**src/rtl/text_pkg.sv**
```systemverilog
// Shared constants and types for the character-cell text buffer.
package text_pkg;

    localparam int CHAR_W    = 8;
    localparam int CHAR_H    = 16;
    localparam int GRID_COLS = 16;
    localparam int GRID_ROWS = 16;
    localparam int CELL_AW   = 8;
    localparam int FONT_AW   = 11;

    localparam logic [7:0] DEF_CLEAR_CODE = 8'h20;

    typedef enum logic [0:0] {
        ST_IDLE,
        ST_CLEAR
    } state_t;

endpackage

```
**src/rtl/font_rom.sv**
```systemverilog
// 2048x8 synchronous glyph ROM, address {code[6:0], line[3:0]}, registered output.
// The glyph set is defined inline so the ROM synthesizes without a memory init file.
module font_rom
    import text_pkg::*;
(
    input  logic               pclk,
    input  logic               rst,
    input  logic [FONT_AW-1:0] addr,
    input  logic               blank,
    output logic [CHAR_W-1:0]  data
);

    // Space is blank, 'A' is a real glyph, other codes get a {line, code[3:0]} test pattern.
    function automatic logic [CHAR_W-1:0] glyph_row(input logic [6:0] code,
                                                     input logic [3:0] line);
        logic [CHAR_W-1:0] row;
        row = {line, code[3:0]};
        if (code == 7'h20) begin
            row = 8'h00;
        end else if (code == 7'h41) begin
            case (line)
                4'd2:                            row = 8'h10;
                4'd3:                            row = 8'h38;
                4'd4:                            row = 8'h6C;
                4'd5, 4'd6, 4'd8, 4'd9,
                4'd10, 4'd11:                    row = 8'hC6;
                4'd7:                            row = 8'hFE;
                default:                         row = 8'h00;
            endcase
        end
        return row;
    endfunction

    always_ff @(posedge pclk) begin
        if (rst || blank) begin
            data <= '0;
        end else begin
            data <= glyph_row(addr[FONT_AW-1:4], addr[3:0]);
        end
    end

endmodule

```
**src/rtl/text_char_buffer.sv**
```systemverilog
// 16x16 character-code buffer with bulk-clear sequencer and 2-cycle glyph lookup.
// Optional blink attribute (code bit 7) is built when TEXT_BLINK_EN is defined.
module text_char_buffer
    import text_pkg::*;
#(
    parameter int         BLINK_FRAMES = 32,
    parameter logic [7:0] CLEAR_CODE   = DEF_CLEAR_CODE
) (
    input  logic               pclk,
    input  logic               rst,
    input  logic [CELL_AW-1:0] char_xy,
    input  logic [3:0]         char_line,
    input  logic               vsync_in,
    output logic [CHAR_W-1:0]  char_pixels,
    input  logic               wr_valid,
    output logic               wr_ready,
    input  logic [CELL_AW-1:0] wr_addr,
    input  logic [7:0]         wr_data,
    input  logic               clr_req,
    output logic               busy
);

    state_t             state;
    logic [CELL_AW-1:0] clr_cnt;
    logic               ram_we;
    logic [CELL_AW-1:0] ram_waddr;
    logic [7:0]         ram_wdata;
    logic [7:0]         code_ram [2**CELL_AW];
    logic [7:0]         code_q;
    logic [3:0]         line_q;
    logic               vsync_d;
    logic               frame_tick;
    logic               blank;

    assign busy     = rst || (state == ST_CLEAR);
    assign wr_ready = !rst && (state == ST_IDLE) && !clr_req;

    assign ram_we    = (state == ST_CLEAR) || (wr_valid && wr_ready);
    assign ram_waddr = (state == ST_CLEAR) ? clr_cnt : wr_addr;
    assign ram_wdata = (state == ST_CLEAR) ? CLEAR_CODE : wr_data;

    // NOTE: sequential state uses non-blocking assignments so every register samples pre-edge values.
    always_ff @(posedge pclk) begin
        if (rst) begin
            state   <= ST_CLEAR;
            clr_cnt <= '0;
        end else begin
            case (state)
                ST_IDLE: begin
                    if (clr_req) begin
                        state   <= ST_CLEAR;
                        clr_cnt <= '0;
                    end
                end
                ST_CLEAR: begin
                    clr_cnt <= clr_cnt + 1'b1;
                    if (clr_cnt == '1) begin
                        state <= ST_IDLE;
                    end
                end
                default: state <= ST_CLEAR;
            endcase
        end
    end

    // NOTE: the code RAM has no reset; the clear sequencer initialises it after every reset.
    always_ff @(posedge pclk) begin
        if (ram_we) begin
            code_ram[ram_waddr] <= ram_wdata;
        end
    end

    // Stage 1: read-first lookup of the cell code alongside its glyph line.
    always_ff @(posedge pclk) begin
        if (rst) begin
            code_q  <= '0;
            line_q  <= '0;
            vsync_d <= 1'b0;
        end else begin
            code_q  <= code_ram[char_xy];
            line_q  <= char_line;
            vsync_d <= vsync_in;
        end
    end

    assign frame_tick = vsync_in && !vsync_d;

`ifdef TEXT_BLINK_EN
    localparam int FC_W = (BLINK_FRAMES > 1) ? $clog2(BLINK_FRAMES) : 1;

    logic [FC_W-1:0] frame_cnt;
    logic            blink_phase;

    always_ff @(posedge pclk) begin
        if (rst) begin
            frame_cnt   <= '0;
            blink_phase <= 1'b0;
        end else if (frame_tick) begin
            if (frame_cnt == FC_W'(BLINK_FRAMES - 1)) begin
                frame_cnt   <= '0;
                blink_phase <= !blink_phase;
            end else begin
                frame_cnt <= frame_cnt + 1'b1;
            end
        end
    end

    assign blank = code_q[7] && blink_phase;
`else
    logic unused_blink;

    assign blank        = 1'b0;
    assign unused_blink = &{1'b0, code_q[7], frame_tick, BLINK_FRAMES[0]};
`endif

    // Stage 2 lives in the ROM output register.
    font_rom u_font_rom (
        .pclk  (pclk),
        .rst   (rst),
        .addr  ({code_q[6:0], line_q}),
        .blank (blank),
        .data  (char_pixels)
    );

endmodule

```
**config.mk**
```make
export PLATFORM = sky130hd
export DESIGN_NAME = text_char_buffer
export DESIGN_NICKNAME = d
export VERILOG_FILES = /design/src/rtl/text_pkg.sv /design/src/rtl/font_rom.sv /design/src/rtl/text_char_buffer.sv
export SDC_FILE = /design/constraint.sdc
export NUM_CORES = 2
export LEC_CHECK = 0
export CORE_ASPECT_RATIO = 1.1
export CORE_MARGIN = 4
export CORE_UTILIZATION = 25
export CTS_CLUSTER_SIZE = 24
export DETAILED_ROUTE_END_ITERATION = 6
export DONT_BUFFER_PORTS = 1
export SLEW_MARGIN = 20
export SYNTH_ARGS = -nofsm -noshare
export SYNTH_HDL_FRONTEND = slang
export SYNTH_SLANG_ARGS = --single-unit
```
**constraint.sdc**
```tcl
create_clock -name pclk -period 12.95 [get_ports pclk]
set_input_delay 1.9425 -clock pclk [delete_from_list [all_inputs] [get_ports pclk]]
set_output_delay 1.9425 -clock pclk [all_outputs]
set_load 0.02 [all_outputs]
```
==> impl_summary.log <==
[metrics] number of remaining DRC errors: 0
[metrics] hold worst-path end: u_font_rom.data[5]$_SDFF_PP0_
[metrics] CTS Sinks: approximately 1800
[metrics] top post-synthesis cells by area: sky130_fd_sc_hd__edfxtp_1 (74%), sky130_fd_sc_hd__mux4_2 (7.7%), sky130_fd_sc_hd__mux2i_1 (4.1%)
[metrics] Largest delay share family, worst path: buffers and inverters
[metrics] highest fanout seen on the critical path: 150
[metrics] pins over their slew limit: 0
[metrics] Initial Util: about a quarter
[metrics] critical setup path kind: in2reg
[metrics] routed vias/inst: roughly 4.8
[metrics] Final period util: a little under half
[metrics] end of the worst register-to-register path: code_ram[105][1]$_DFFE_PP_
[metrics] Critical-path top delay cell: sky130_fd_sc_hd__a211oi_1
[metrics] cell type with the largest total area after synthesis: sky130_fd_sc_hd__edfxtp_1
[metrics] flops & latches, synth: 1824
[metrics] die extent in x: 522 um
[metrics] Hold Path Depth: 2
[metrics] shortest clock period the worst path allows after layout: approximately 6.0 ns
[metrics] I/O pins: 43
[metrics] Max-Slew Margin vs Limit: under 10%
[metrics] number of detailed-routing iterations run before antenna repair: 6
[metrics] leakage: between 0.02 and 0.03 uW
[metrics] worst path cell trace: buf_16 -> buf_16 -> buf_16 -> mux4_2 -> o21a_1 -> a211oi_1 -> a211oi_1 -> nand4_1 -> o31ai_1
[metrics] kind of capture point of the worst setup path: flop
[metrics] wire length of the first global-routing pass: between 200000 and 300000 um
[metrics] die extent in y: roughly 570 um
[metrics] clock tree root buffer cell: sky130_fd_sc_hd__clkbuf_16
[metrics] initial antenna violation count: 2
[metrics] clock-pin slew on the worst setup and hold paths: around 0.070 ns
[metrics] number of warnings reported in the yosys synthesis log: 0
[metrics] 1st-iter DRT viols: roughly 4300
[metrics] R2R cell count: 5
[metrics] fraction of layout instances using a drive strength above 1: between 10% and 20%
[metrics] Clock Latency Late Sink: 0.83 ns
[metrics] final instance count without filler cells: around 7700
[metrics] remaining antenna violation count after routing: 0
[metrics] worst-case clock buffer depth: 3
[metrics] routability-driven placement congestion ratio: 0.803
[metrics] Power per Cell Area: between 100 and 150 nW/um^2
[metrics] worst reg2reg setup slack: approximately 8.7 ns
[metrics] Post-synth EDFFs: about 1800
[metrics] setup repair after global routing missed its margin: no
[metrics] buffers inserted by post-CTS timing repair: 0
[metrics] Avg Synthesized Cell Area: roughly 20 um^2
[metrics] clock skew after layout: around 0.043 ns
[metrics] total overflow reported by the global router: 0
[metrics] top-area cell type share of the netlist area: about three quarters
[metrics] Die Footprint: around 300000 um^2
[metrics] number of gates on the worst path with buffers counted: 9
[metrics] net count after synthesis: around 3700
[metrics] count of maximum capacitance violations: 0
[metrics] critical path data arrival time: between 6 and 7 ns
[metrics] PostCTS Resize Cnt: 0
[metrics] average wire per standard cell: approximately 25 um
[metrics] total area of multi-input combinational cells: ~16000 um^2
[metrics] vias in the first global route: between 30000 and 40000
[metrics] Startpoint Class: input pin
[metrics] synthesized instance count: 3704
[metrics] relative area change from synthesis to final layout: 12.6%
[metrics] core footprint: between 200000 and 300000 um^2
[metrics] NumNets Final: around 3800
[metrics] # hold bufs at CTS: 0
[metrics] number of unique standard cell types used by synthesis: between 80 and 90
[metrics] Detailed Place HPWL: between 100000 and 150000 um
[metrics] Vias: about 37000
[metrics] most prevalent standard cell on the critical path: sky130_fd_sc_hd__buf_16
[metrics] peak supply drop: roughly 0.15 mV
[metrics] ys async rst share: 0%
[metrics] worst slack on hold paths: ~0.49 ns
[metrics] CTS tree: built
[metrics] path class of the lowest-slack min-delay path: reg2reg
[metrics] placed insts: around 7400
[metrics] standard-cell row count: about 210
[metrics] area used by sequential logic in the layout: 54500 um^2
[metrics] largest net degree at the start of global routing: about 600
[metrics] Crit path buffers/inverters: 3
[metrics] CP required: ~14 ns
[metrics] top flip-flop cell by instance count after synthesis: sky130_fd_sc_hd__edfxtp_1
[metrics] sum of negative setup slack: 0 ns
[metrics] Filler cells: approximately 28000
[metrics] total wirelength of the detailed-routed design: 195000 um
[metrics] number of clock buffers inserted by TritonCTS: around 180
[metrics] post-synthesis sequential area ratio: 75.1%
[metrics] total global-route track usage: about an eighth
[metrics] min-delay src: line_q[1]$_SDFF_PP0_
[metrics] status: completed
[metrics] H-Tree Depth: 4
[metrics] Final Hold Viols: 0
[metrics] number of buffer cells added on primary ports: 0
[metrics] transition time at the pin with the least slew margin: between 1 and 1.5 ns
[metrics] Worst path max stage delay: 0.84 ns
[metrics] netlist area before placement: around 73000 um^2
[metrics] setup violators final: 0
[metrics] Reg2Reg Launch Point: state$_SDFF_PP1_
[metrics] f_max: between 150 and 200 MHz
==> flip-flops by register name (all words and copies together), names as in the netlist, named ones only <==
| name | cells |
|---|---|
| clr_cnt | 8 |
| state | 1 |
| line_q | 4 |
| code_q | 7 |
| code_ram | 1792 |
| u_font_rom.data | 8 |
==> per-stage QoR <==
stage	utilization (%)	cell area (um^2)	setup slack (ns)	power, uW
after global routing	28.3	81700	6.88	12100
after global placement	26.3	76100	7.26	6910
after detailed placement	26.3	76100	7.23	6910
final	28.3	81700	6.91	11800
after CTS	28.2	81500	8.15	11800
after floorplan	-	72500	3.42	6860
==> power by group <==
| group | leakage [uW] | switching [uW] | internal [uW] |
|---|---|---|---|
| Combinational | 0.00585 | 270 | 172 |
| Sequential | 0.0167 | 12.4 | 6390 |
| Clock | 0.00264 | 2180 | 2730 |
| Total | 0.0252 | 2460 | 9300 |
==> layout by cell type (no fill, tap or decap), types with 12 or more instances in the layout <==
cell type | netlist | layout
sky130_fd_sc_hd__mux4_1 | 58 | 58
sky130_fd_sc_hd__a21oi_1 | 62 | 62
sky130_fd_sc_hd__nand2b_1 | 21 | 12
sky130_fd_sc_hd__nor4_1 | 16 | 16
sky130_fd_sc_hd__or2_2 | 17 | 16
sky130_fd_sc_hd__nand3_1 | 19 | 19
sky130_fd_sc_hd__buf_4 | 8 | 57
sky130_fd_sc_hd__clkinv_2 | 0 | 25
sky130_fd_sc_hd__clkbuf_16 | 0 | 180
sky130_fd_sc_hd__o22ai_1 | 75 | 75
sky130_fd_sc_hd__dfxtp_1 | 32 | 32
sky130_fd_sc_hd__nor2_1 | 293 | 292
sky130_fd_sc_hd__edfxtp_1 | 1792 | 1792
sky130_fd_sc_hd__inv_1 | 16 | 14
sky130_fd_sc_hd__clkbuf_1 | 88 | 56
sky130_fd_sc_hd__o21ai_0 | 34 | 34
sky130_fd_sc_hd__a211oi_1 | 45 | 45
sky130_fd_sc_hd__nor3_1 | 55 | 47
sky130_fd_sc_hd__nand4_1 | 15 | 15
sky130_fd_sc_hd__nand2_1 | 85 | 83
sky130_fd_sc_hd__mux4_2 | 249 | 249
sky130_fd_sc_hd__o221ai_1 | 76 | 76
sky130_fd_sc_hd__mux2i_1 | 299 | 299
sky130_fd_sc_hd__clkinv_1 | 0 | 36
sky130_fd_sc_hd__a22oi_1 | 41 | 41
==> tightest hold or removal path: cells and delay by family (launching register included) <==
kind	cells	cell delay (ns)
flops	1	0.31
simple gates	1	0.08
mux	1	0.06
==> worst max path at each step <==
stage | from | endpoint | slack [ns]
after floorplan | wr_data[0] | code_ram[0][0]$_DFFE_PP_ | 3.42
after global placement | char_xy[1] | code_q[4]$_SDFF_PP0_ | 7.26
after detailed placement | char_xy[1] | code_q[4]$_SDFF_PP0_ | 7.23
after CTS | char_xy[1] | code_q[4]$_SDFF_PP0_ | 8.15
after global routing | char_xy[0] | code_q[4]$_SDFF_PP0_ | 6.88
final | char_xy[0] | code_q[4]$_SDFF_PP0_ | 6.91
==> final cells by class <==
class	count	share of cell area, %
diodes	1	0.00306
clock buffers	238	5.81
clock inverters	85	0.842
inverters	16	0.0751
multi-input cells	1636	19.9
flip-flops and latches	1824	66.7
well taps	3866	5.92
repair buffers	65	0.766
==> logic make-up (layout without fill, tap and decap cells) <==
kind of cell,Yosys count,after routing,synth area share (%)
other,0,1,0
buffers and inverters,244,404,2.74
adders and majority gates,3,3,0.0517
muxes,617,617,14.1
DFF,1824,1824,75.1
and+or+nand+nor,595,595,3.83
AOI/OAI and AO/OA,421,421,4.19
==> cells in the mapped netlist (21+ instances only) <==
library cell,instances
sky130_fd_sc_hd__edfxtp_1,1792
sky130_fd_sc_hd__mux2i_1,299
sky130_fd_sc_hd__nor2_1,293
sky130_fd_sc_hd__mux4_2,249
sky130_fd_sc_hd__clkbuf_1,88
sky130_fd_sc_hd__nand2_1,85
sky130_fd_sc_hd__o221ai_1,76
sky130_fd_sc_hd__o22ai_1,75
sky130_fd_sc_hd__a21oi_1,62
sky130_fd_sc_hd__mux4_1,58
sky130_fd_sc_hd__nor3_1,55
sky130_fd_sc_hd__a211oi_1,45
sky130_fd_sc_hd__a22oi_1,41
sky130_fd_sc_hd__buf_2,35
sky130_fd_sc_hd__o21ai_0,34
sky130_fd_sc_hd__dfxtp_1,32
sky130_fd_sc_hd__clkbuf_8,25
sky130_fd_sc_hd__buf_12,24
sky130_fd_sc_hd__nand2b_1,21
==> routing by layer <==
layer,track usage (%),share of wire (%),vias up,routed length (um)
met5,0,0,-,0
met2,20.8,49,1673,94900
met4,5.20,4.5,0,8720
met1,16.3,39,19489,76400
met3,2.37,7.5,373,14500
li1,-,-,15333,-
(Power assumes the default switching activity.)
